## config.mk

```make
export PLATFORM = sky130hd
export DESIGN_NAME = wb_seq_reader_flat
export DESIGN_NICKNAME = d
export VERILOG_FILES = /design/src/rtl/wb_seq_reader_if.sv /design/src/rtl/wb_seq_reader.sv /design/src/flat_wrapper.sv
export SDC_FILE = /design/constraint.sdc
export NUM_CORES = 1
export LEC_CHECK = 0
export ABC_AREA = 0
export BUFFER_PORTS_ARGS = -buffer_cell sky130_fd_sc_hd__buf_2
export CAP_MARGIN = 0
export CORE_AREA = 2 2 170 172
export DETAILED_ROUTE_END_ITERATION = 12
export DIE_AREA = 0 0 172 174
export REMOVE_ABC_BUFFERS = 1
export SETUP_SLACK_MARGIN = 0.05
export SYNTH_ARGS = -nofsm -noshare
export SYNTH_HDL_FRONTEND = slang
export SYNTH_SLANG_ARGS = --single-unit
```

## constraint.sdc

```tcl
create_clock -name clk -period 7.5 [get_ports clk]
set_clock_uncertainty 0.1 [all_clocks]
set_input_delay 1.875 -clock clk [delete_from_list [all_inputs] [get_ports clk]]
set_output_delay 1.875 -clock clk [all_outputs]
set_load 0.01 [all_outputs]
```

## src/rtl/wb_seq_reader_if.sv

```systemverilog
// -----------------------------------------------------------------------------
// wb_seq_reader_if
// Bundles every non-clock signal of the sequential Wishbone reader.
//   Control : start, base_adr, len (to reader) / busy, done (from reader)
//   Wishbone: cyc, stb, we, adr, sel, dat_ms (from reader) / dat_sm, ack (to it)
//   Stream  : dout_data, dout_valid (from reader) / dout_ready (to reader)
// Modport master is the reader's view, slave is the memory/consumer view.
// -----------------------------------------------------------------------------
interface wb_seq_reader_if #(
    parameter int ADR_W = 11
);
    logic             start;
    logic [ADR_W-1:0] base_adr;
    logic [ADR_W:0]   len;
    logic             busy;
    logic             done;
    logic             cyc;
    logic             stb;
    logic             we;
    logic [31:0]      adr;
    logic [3:0]       sel;
    logic [31:0]      dat_ms;
    logic [31:0]      dat_sm;
    logic             ack;
    logic [31:0]      dout_data;
    logic             dout_valid;
    logic             dout_ready;

    modport master (
        input  start, base_adr, len, dat_sm, ack, dout_ready,
        output busy, done, cyc, stb, we, adr, sel, dat_ms, dout_data, dout_valid
    );

    modport slave (
        output start, base_adr, len, dat_sm, ack, dout_ready,
        input  busy, done, cyc, stb, we, adr, sel, dat_ms, dout_data, dout_valid
    );
endinterface

```

## src/rtl/wb_seq_reader.sv

```systemverilog
// -----------------------------------------------------------------------------
// wb_seq_reader
// Reads len consecutive 32-bit words starting at base_adr over Wishbone and
// streams them out through a first-word-fall-through FIFO.
//   clk : single rising-edge clock
//   rst : asynchronous, active-low reset
//   bus : wb_seq_reader_if.master (control, Wishbone master, output stream)
// One bus request at a time; every ack is followed by a fixed two-cycle gap
// that swallows the slave's trailing ack pipeline. A request is only issued
// while the FIFO has room, so a push can never hit a full FIFO.
// -----------------------------------------------------------------------------
module wb_seq_reader #(
    parameter int ADR_W      = 11,
    parameter int FIFO_DEPTH = 8
) (
    input  logic                  clk,
    input  logic                  rst,
    wb_seq_reader_if.master       bus
);
    localparam int PTR_W = $clog2(FIFO_DEPTH);
    localparam int CNT_W = PTR_W + 1;

    typedef enum logic [1:0] {
        ST_IDLE = 2'd0,
        ST_REQ  = 2'd1,
        ST_GAP  = 2'd2,
        ST_WAIT = 2'd3
    } state_t;

    state_t           state_q, state_d;
    logic             gap_q, gap_d;
    logic [ADR_W-1:0] addr_q, addr_d;
    logic [ADR_W:0]   rem_q, rem_d;
    logic             busy_q, busy_d;
    logic             done_q, done_d;
    logic             stb_q, stb_d;

    logic [31:0]      mem_q [FIFO_DEPTH];
    logic [CNT_W-1:0] wr_ptr_q, rd_ptr_q;
    logic [CNT_W-1:0] fifo_cnt_s;
    logic             room_s;
    logic             push_s;
    logic             pop_s;

    // Pointers carry one extra wrap bit, so their difference spans 0..FIFO_DEPTH.
    assign fifo_cnt_s = wr_ptr_q - rd_ptr_q;
    assign room_s     = (fifo_cnt_s < CNT_W'(FIFO_DEPTH));
    assign push_s     = (state_q == ST_REQ) && stb_q && bus.ack;
    assign pop_s      = (fifo_cnt_s != {CNT_W{1'b0}}) && bus.dout_ready;

    // FSM state and datapath registers.
    always_ff @(posedge clk or negedge rst) begin
        if (!rst) begin
            state_q <= ST_IDLE;
            gap_q   <= 1'b0;
            addr_q  <= {ADR_W{1'b0}};
            rem_q   <= {(ADR_W+1){1'b0}};
            busy_q  <= 1'b0;
            done_q  <= 1'b0;
            stb_q   <= 1'b0;
        end else begin
            state_q <= state_d;
            gap_q   <= gap_d;
            addr_q  <= addr_d;
            rem_q   <= rem_d;
            busy_q  <= busy_d;
            done_q  <= done_d;
            stb_q   <= stb_d;
        end
    end

    // Next-state logic for the request sequencer.
    always_comb begin
        state_d = state_q;
        gap_d   = gap_q;
        addr_d  = addr_q;
        rem_d   = rem_q;
        busy_d  = busy_q;
        done_d  = 1'b0;
        case (state_q)
            ST_IDLE: begin
                if (bus.start) begin
                    if (bus.len == {(ADR_W+1){1'b0}}) begin
                        // Empty transfer completes without touching the bus.
                        done_d = 1'b1;
                    end else begin
                        addr_d  = bus.base_adr;
                        rem_d   = bus.len;
                        busy_d  = 1'b1;
                        state_d = room_s ? ST_REQ : ST_WAIT;
                    end
                end else begin
                    state_d = ST_IDLE;
                end
            end
            ST_REQ: begin
                if (push_s) begin
                    // Address wraps silently at 2^ADR_W.
                    addr_d  = addr_q + ADR_W'(1);
                    rem_d   = rem_q - (ADR_W+1)'(1);
                    gap_d   = 1'b0;
                    state_d = ST_GAP;
                end else begin
                    state_d = ST_REQ;
                end
            end
            ST_GAP: begin
                if (!gap_q) begin
                    gap_d = 1'b1;
                end else if (rem_q == {(ADR_W+1){1'b0}}) begin
                    done_d  = 1'b1;
                    busy_d  = 1'b0;
                    state_d = ST_IDLE;
                end else begin
                    state_d = room_s ? ST_REQ : ST_WAIT;
                end
            end
            ST_WAIT: begin
                if (room_s) begin
                    state_d = ST_REQ;
                end else begin
                    state_d = ST_WAIT;
                end
            end
            default: begin
                state_d = ST_IDLE;
                busy_d  = 1'b0;
            end
        endcase
        // Strobe is registered: it follows the state the FSM is entering.
        stb_d = (state_d == ST_REQ);
    end

    // FIFO read/write pointers.
    always_ff @(posedge clk or negedge rst) begin
        if (!rst) begin
            wr_ptr_q <= {CNT_W{1'b0}};
            rd_ptr_q <= {CNT_W{1'b0}};
        end else begin
            if (push_s) begin
                wr_ptr_q <= wr_ptr_q + CNT_W'(1);
            end
            if (pop_s) begin
                rd_ptr_q <= rd_ptr_q + CNT_W'(1);
            end
        end
    end

    // FIFO storage; contents are don't-care while the pointers say empty.
    always_ff @(posedge clk) begin
        if (push_s) begin
            mem_q[wr_ptr_q[PTR_W-1:0]] <= bus.dat_sm;
        end
    end

    assign bus.busy       = busy_q;
    assign bus.done       = done_q;
    assign bus.cyc        = stb_q;
    assign bus.stb        = stb_q;
    assign bus.we         = 1'b0;
    assign bus.adr        = {{(32-ADR_W){1'b0}}, addr_q};
    assign bus.sel        = 4'b1111;
    assign bus.dat_ms     = 32'h0000_0000;
    assign bus.dout_data  = mem_q[rd_ptr_q[PTR_W-1:0]];
    assign bus.dout_valid = (fifo_cnt_s != {CNT_W{1'b0}});

endmodule

```

## src/flat_wrapper.sv

```systemverilog
// flat-port wrapper written by rule: the top's interface ports become plain ports
module wb_seq_reader_flat 
#(
    parameter int ADR_W      = 11,
    parameter int FIFO_DEPTH = 8
)
  (clk, rst, bus_start, bus_base_adr, bus_len, bus_dat_sm, bus_ack, bus_dout_ready, bus_busy, bus_done, bus_cyc, bus_stb, bus_we, bus_adr, bus_sel, bus_dat_ms, bus_dout_data, bus_dout_valid);
  wb_seq_reader_if #(.ADR_W(ADR_W)) bus_i ();
  input  logic clk;
  input  logic rst;
  input wire logic [$bits(bus_i.start)-1:0] bus_start;
  input wire logic [$bits(bus_i.base_adr)-1:0] bus_base_adr;
  input wire logic [$bits(bus_i.len)-1:0] bus_len;
  input wire logic [$bits(bus_i.dat_sm)-1:0] bus_dat_sm;
  input wire logic [$bits(bus_i.ack)-1:0] bus_ack;
  input wire logic [$bits(bus_i.dout_ready)-1:0] bus_dout_ready;
  output wire logic [$bits(bus_i.busy)-1:0] bus_busy;
  output wire logic [$bits(bus_i.done)-1:0] bus_done;
  output wire logic [$bits(bus_i.cyc)-1:0] bus_cyc;
  output wire logic [$bits(bus_i.stb)-1:0] bus_stb;
  output wire logic [$bits(bus_i.we)-1:0] bus_we;
  output wire logic [$bits(bus_i.adr)-1:0] bus_adr;
  output wire logic [$bits(bus_i.sel)-1:0] bus_sel;
  output wire logic [$bits(bus_i.dat_ms)-1:0] bus_dat_ms;
  output wire logic [$bits(bus_i.dout_data)-1:0] bus_dout_data;
  output wire logic [$bits(bus_i.dout_valid)-1:0] bus_dout_valid;
  assign bus_i.start = bus_start;
  assign bus_i.base_adr = bus_base_adr;
  assign bus_i.len = bus_len;
  assign bus_i.dat_sm = bus_dat_sm;
  assign bus_i.ack = bus_ack;
  assign bus_i.dout_ready = bus_dout_ready;
  assign bus_busy = bus_i.busy;
  assign bus_done = bus_i.done;
  assign bus_cyc = bus_i.cyc;
  assign bus_stb = bus_i.stb;
  assign bus_we = bus_i.we;
  assign bus_adr = bus_i.adr;
  assign bus_sel = bus_i.sel;
  assign bus_dat_ms = bus_i.dat_ms;
  assign bus_dout_data = bus_i.dout_data;
  assign bus_dout_valid = bus_i.dout_valid;
  wb_seq_reader #(.ADR_W(ADR_W), .FIFO_DEPTH(FIFO_DEPTH)) u_core (.clk(clk), .rst(rst), .bus(bus_i));
endmodule
```

# [Yosys cells after proc, flatten, opt, wreduce, memory -nomap -nowiden]
# Memories as Yosys holds them, arrays and structs flattened.
# Cells that the tools add are included.
[word_totals] register_bits=37 mem_bits_rw=256 output_inout_bits=106 word_cells=67 memories=1
[mem_list] memory="u_core.mem_q" words=8 word_bits=32 read_ports=1 rd_clocked_by_memory_dff=0 wr=1 line="wb_seq_reader.sv:38" source="logic [31:0] mem_q [FIFO_DEPTH];"
[op_classes] add_sub_neg=5 magnitude_cmp=1 n_eq_ne=9 muxes=29 reduce_logical=13
[ops] operator="12-bit 2-to-1 mux" n=3
[ops] operator="11-bit 2-to-1 mux" n=3
[ops] operator="12-bit zero test" n=2
[ops] operator="12-bit case mux with 2 select lines" n=1
[ops] operator="11-bit case mux with 2 select lines" n=1
[ops] operator="2-bit 2-to-1 mux" n=6
[ops] operator="12-bit by 1-bit subtractor with 12-bit output (second input constant)" n=1
[ops] operator="11-bit by 1-bit adder with 11-bit output (second input constant)" n=1
[ops] operator="1-bit 2-to-1 mux" n=11
[ops] operator="4-bit by 1-bit adder with 4-bit output (second input constant)" n=2
[ops] operator="2-bit case mux with 4 select lines" n=1
[ops] operator="2-bit by 1-bit inequality test with 1-bit output (second input constant)" n=3
[ops] operator="1-bit case mux with 2 select lines" n=3
[ops] operator="2-bit nonzero test" n=3
[ops] operator="5-bit AND reduction" n=1
[ops] operator="2-bit by 1-bit equality test with 1-bit output (second input constant)" n=2
[ops] operator="2-bit equality test (second input constant)" n=2
[ops] operator="4-bit less-than comparator (second input constant)" n=1
[ops] operator="2-bit inequality test (second input constant)" n=2
[ops] operator="4-bit AND reduction" n=1
[ops] operator="4-bit nonzero test" n=1
[ops] operator="4-bit subtractor" n=1
[ops] operator="1-bit logical AND" n=3
[ops] operator="2-bit zero test" n=1
[ops] operator="2-bit AND reduction" n=1

# [Logic depth before layout (Yosys ltp)]
[logic_depth] ltp_word=7 mapped_depth=8 depth_no_buf=8

# [Worst setup path after synthesis]
# Ideal clock, no wire load.
[synth_path] kind="input-to-reg" from="in bus_ack" to="mem u_core.mem_q[0][0] (enable)" setup_ps=503 arrival_time_ps=5300 slack_ps=1597 cell_stages=2 n_path_buf=0 path_cell_list="nand4b_1 -> nor4_1"
[synth_via] elab_chain_len=3
[synth_rtl] item="start, declared" line="flat_wrapper.sv:15" source="input wire logic [$bits(bus_i.ack)-1:0] bus_ack;"
[synth_rtl] item="1-bit logical AND" line="wb_seq_reader.sv:48" source="assign push_s = (state_q == ST_REQ) && stb_q && bus.ack;"
[synth_rtl] item="1-bit 2-to-1 mux" line="wb_seq_reader.sv:151" source="if (push_s) begin"
[synth_rtl] item="1-bit 2-to-1 mux (implied by the code)" line="wb_seq_reader.sv:152" source="mem_q[wr_ptr_q[PTR_W-1:0]] <= bus.dat_sm;"
[synth_rtl] item="end, declared" line="wb_seq_reader.sv:38"
# No other way between the ends.

# [Worst setup path in the final report]
[layout_path] from="reg u_core.rd_ptr_q[0]" to="out bus_dout_data[30]"
[layout_via] elab_chain_len=1
[layout_rtl] item="start, declared" line="wb_seq_reader.sv:39" source="logic [CNT_W-1:0] wr_ptr_q, rd_ptr_q;"
[layout_rtl] item="start signal, assigned" line="wb_seq_reader.sv:138" source="rd_ptr_q <= {CNT_W{1'b0}};"
[layout_rtl] item="start signal, assigned" line="wb_seq_reader.sv:144" source="rd_ptr_q <= rd_ptr_q + CNT_W'(1);"
[layout_rtl] item="memory 8 x 32 bit"
[layout_rtl] item="end, declared" line="flat_wrapper.sv:25" source="output wire logic [$bits(bus_i.dout_data)-1:0] bus_dout_data;"
# No other way between the ends.

==> flow_metrics.py <==
metrics = {
    "run_status": {
        "status": "finished clean",
    },
    "setup_path": {
        "r2r_cells": 3,
        "crit_required_ns": 5.53,
        "cp_common_cell": "nand2_1",
        "reg2reg_to": "u_core.mem_q[2][19]",
        "path_class": "flop to output port",
        "start_kind": "flop",
        "r2r_slack_ns": 4.53,
        "arrival_ns": 3.03,
        "cp_slowest_cell": "dfrtp_4",
        "startpoint": "u_core.rd_ptr_q[0]",
        "critPathMaxStageDelay_ns": 0.95,
        "path_cells": "buf_4, mux4_2, nand2_1, nand2_1, buf_2",
        "cp-end-kind": "output port",
        "crit_fanout": 39,
        "r2r-start": "u_core.state_q[1]",
    },
    "sta": {
        "fin_tns_setup_ns": 0,
        "timing.fmax_mhz": 200,
        "worst_hold_slack_ns": 0.390,
        "slew_headroom_pct": 29.1,
        "hold_viol_final": 0,
        "finalMaxSlewViolations": 0,
        "post-route-period-util_pct": 66.7,
        "worst_pin_slew_ns": 1.06,
        "period_minus_slack_ns": 5.00,
        "rsz0062_at_grt": "no",
        "finalSetupViolCount": 0,
    },
    "placed_design": {
        "place_inst": 1234,
        "place_congestion": 0.783,
        "portBuffers": 107,
        "dp_hpwl_um": 13700,
    },
    "power_and_ir_drop": {
        "p_leak_uw": 0.00508,
        "power_density_mw_per_mm2": 365,
        "ir_worst_vdd_v": 0.000176,
        "power.total_uw": 5180,
    },
    "synthesis": {
        "ys_ff_latch": 293,
        "ys.flop_type": "edfxtp_1",
        "yosysSeqAreaShare_pct": 69.3,
        "synthCells": 768,
        "syn_avg_cell_area_um2": 16.2,
        "async_reset_ff_share_pct": 12.6,
        "ys.warnings.count": 0,
        "synth.distinct_cells": 58,
        "syn_area_mm2": 0.0124,
        "synth_edf_count": 256,
    },
    "die": {
        "start_util_pct": 44.0,
        "num_rows": 62,
        "die_y_um": 174,
        "coreArea_mm2": 0.0282,
        "dieArea_mm2": 0.0299,
        "die_x_um": 172,
        "pin_count": 166,
    },
    "grt": {
        "grt_overflow": 0,
        "grt_usage_pct": 16.6,
        "grt_use_met1_pct": 22.7,
        "top_usage_layer": "met2",
        "grt_pass1_wl_um": 38200,
        "antenna_found_initial": 3,
        "grt_pass1_vias": 6746,
        "met3_usage_pct": 2.96,
        "grt_max_degree": 68,
        "groute.layer.met2.usage_pct": 28.3,
    },
    "min_path": {
        "min_from": "u_core.rem_q[10]",
        "whs_endpoint": "u_core.rem_q[10]",
        "hold_class": "flop to flop",
        "worstHoldPathCells": 1,
    },
    "route": {
        "via_per_inst": 5.24,
        "drt_wl_total_um": 24900,
        "drc_errors": 0,
        "via_count": 6779,
        "wl_per_cell_um": 19.3,
        "ant_nets": 0,
        "dr.first_iter.drc_count": 436,
        "drt_first_pass_iters": 4,
    },
    "cts": {
        "clk_pin_slew_ns": 0.06,
        "ctsResizeCount": 0,
        "cts_tree": "built",
        "clock_latency_ns": 0.55,
        "cts-buffers-inserted": 31,
        "post_cts_buffers": 0,
        "cts.sinks": 293,
        "clock_path_buffers": 3,
        "cts_root_buffer": "clkbuf_16",
        "htree_levels": 1,
        "cts-hold-fix-buffers": 0,
    },
    "final_layout": {
        "area_growth_pct": 14.2,
        "layout.cells.non_filler": 1293,
        "fin_util_pct": 50.2,
        "nNetsFinal": 951,
        "drive_above_1_share_pct": 27.5,
    },
    "flow_run": {
        "timing.max_cap.violations": 0,
    },
}
==> metrics by stage <==
stage               instance area [um2]  setup WS [ns]
finish                            14200           2.50
floorplan                         12000           1.58
global route                      14200           2.23
global placement                  13200           2.99
detailed placement                13200           2.96
CTS                               14200           2.36
==> worst max-delay path, delay by kind of cell, from the launching register on <==
kind          cells  cell delay [ns]
buf+inv           2             0.78
flops             1             0.95
mux               1             0.57
simple gates      2             0.16
==> final cells by class <==
class / count / area [um2]
antenna: 2 / 5.00
sequential: 293 / 8620
inverter: 13 / 48.8
tap: 384 / 480
multi-input combinational: 421 / 3410
clock buffer: 38 / 802
timing repair buffer: 123 / 656
clock inverter: 19 / 166
fill: 2431 / 14000
==> how the worst max path moves through the flow <==
| stage | endpoint | cells past startpoint |
|---|---|---|
| 5_1_grt | bus_dout_data[0] | 5 |
| 2_1_floorplan | bus_dout_valid | 6 |
| 3_3_place_gp | bus_dout_data[16] | 5 |
| 4_1_cts | bus_dout_data[30] | 5 |
| 6_report | bus_dout_data[30] | 5 |
| 3_5_place_dp | bus_dout_data[30] | 5 |
==> cell usage in the layout (no fill, tap or decap), types with 5 or more instances in the layout <==
cell / netlist / layout
ha_1: 7 / 7
clkinv_1: 1 / 9
nor3_1: 11 / 7
a31oi_1: 15 / 15
or3_1: 5 / 5
buf_4: 59 / 16
mux4_2: 64 / 64
nor2_1: 14 / 11
conb_1: 2 / 58
xnor2_1: 5 / 5
nor4_1: 6 / 5
buf_2: 10 / 107
o2bb2ai_1: 8 / 8
nand3_1: 11 / 11
nand2_1: 116 / 116
inv_1: 12 / 12
dfrtp_1: 37 / 35
a21oi_1: 21 / 21
clkbuf_1: 21 / 7
nand4_1: 5 / 5
edfxtp_1: 256 / 256
clkbuf_16: 0 / 31
nand2b_1: 5 / 5
o21ai_0: 10 / 10
clkinv_2: 0 / 6
or4_1: 6 / 6
o31ai_1: 6 / 6
==> registers in the layout, summed over array words and instances, names as in the netlist <==
signal	cells
u_core.mem_q	256
u_core.rem_q	12
u_core.addr_q	11
u_core.rd_ptr_q	4
u_core.wr_ptr_q	4
u_core.state_q	2
u_core.bus.busy	1
u_core.bus.cyc	1
u_core.bus.done	1
u_core.gap_q	1
==> synthesized netlist by cell type (2+ instances only) <==
| cell type | count | area [um2] |
|---|---|---|
| a31oi_1 | 15 | 93.8 |
| inv_1 | 12 | 45.0 |
| nand4_1 | 5 | 31.3 |
| or4_1 | 6 | 45.0 |
| o41ai_1 | 2 | 17.5 |
| conb_1 | 2 | 7.51 |
| o22ai_1 | 3 | 18.8 |
| o211ai_2 | 3 | 37.5 |
| o211ai_1 | 3 | 22.5 |
| o21ai_0 | 10 | 50.1 |
| buf_6 | 2 | 22.5 |
| nor3_1 | 11 | 55.1 |
| xor2_1 | 3 | 26.3 |
| a22oi_1 | 4 | 30.0 |
| clkbuf_1 | 21 | 78.8 |
| nor2_1 | 14 | 52.6 |
| or4_4 | 2 | 22.5 |
| o2bb2ai_1 | 8 | 70.1 |
| buf_2 | 10 | 50.1 |
| mux2_2 | 2 | 22.5 |
| buf_4 | 59 | 443 |
| nand2b_1 | 5 | 31.3 |
| mux4_2 | 64 | 1440 |
| buf_1 | 5 | 18.8 |
| ha_1 | 7 | 87.6 |
| o31ai_1 | 6 | 45.0 |
| edfxtp_1 | 256 | 7690 |
| nand2_1 | 116 | 435 |
| or3_1 | 5 | 31.3 |
| dfrtp_1 | 37 | 926 |
| xnor2_1 | 5 | 43.8 |
| nor2b_1 | 3 | 18.8 |
| a21o_1 | 2 | 15.0 |
| nand3_1 | 11 | 55.1 |
| nor4_1 | 6 | 37.5 |
| a21oi_1 | 21 | 105 |
==> power breakdown <==
group | switching, uW | internal, uW
Clock | 583 | 856
Combinational | 895 | 726
Sequential | 199 | 1920
==> cells by family after synthesis <==
logic type	count (synthesis)	share of synthesized area [%]
simple gates	194	7.22
xor+xnor	8	0.564
other cells	2	0.0604
fa+ha+maj	8	0.866
buf+inv	110	5.33
mux	67	11.9
compound gates	86	4.78
flops	293	69.3
==> routing by layer <==
metal	routed length [um]	vias up
met5	13	-
met4	357	2
met3	1470	33
met2	12300	206
met1	10700	3428
li1	-	3110
Note: power is estimated with default switching activity, not from simulation.
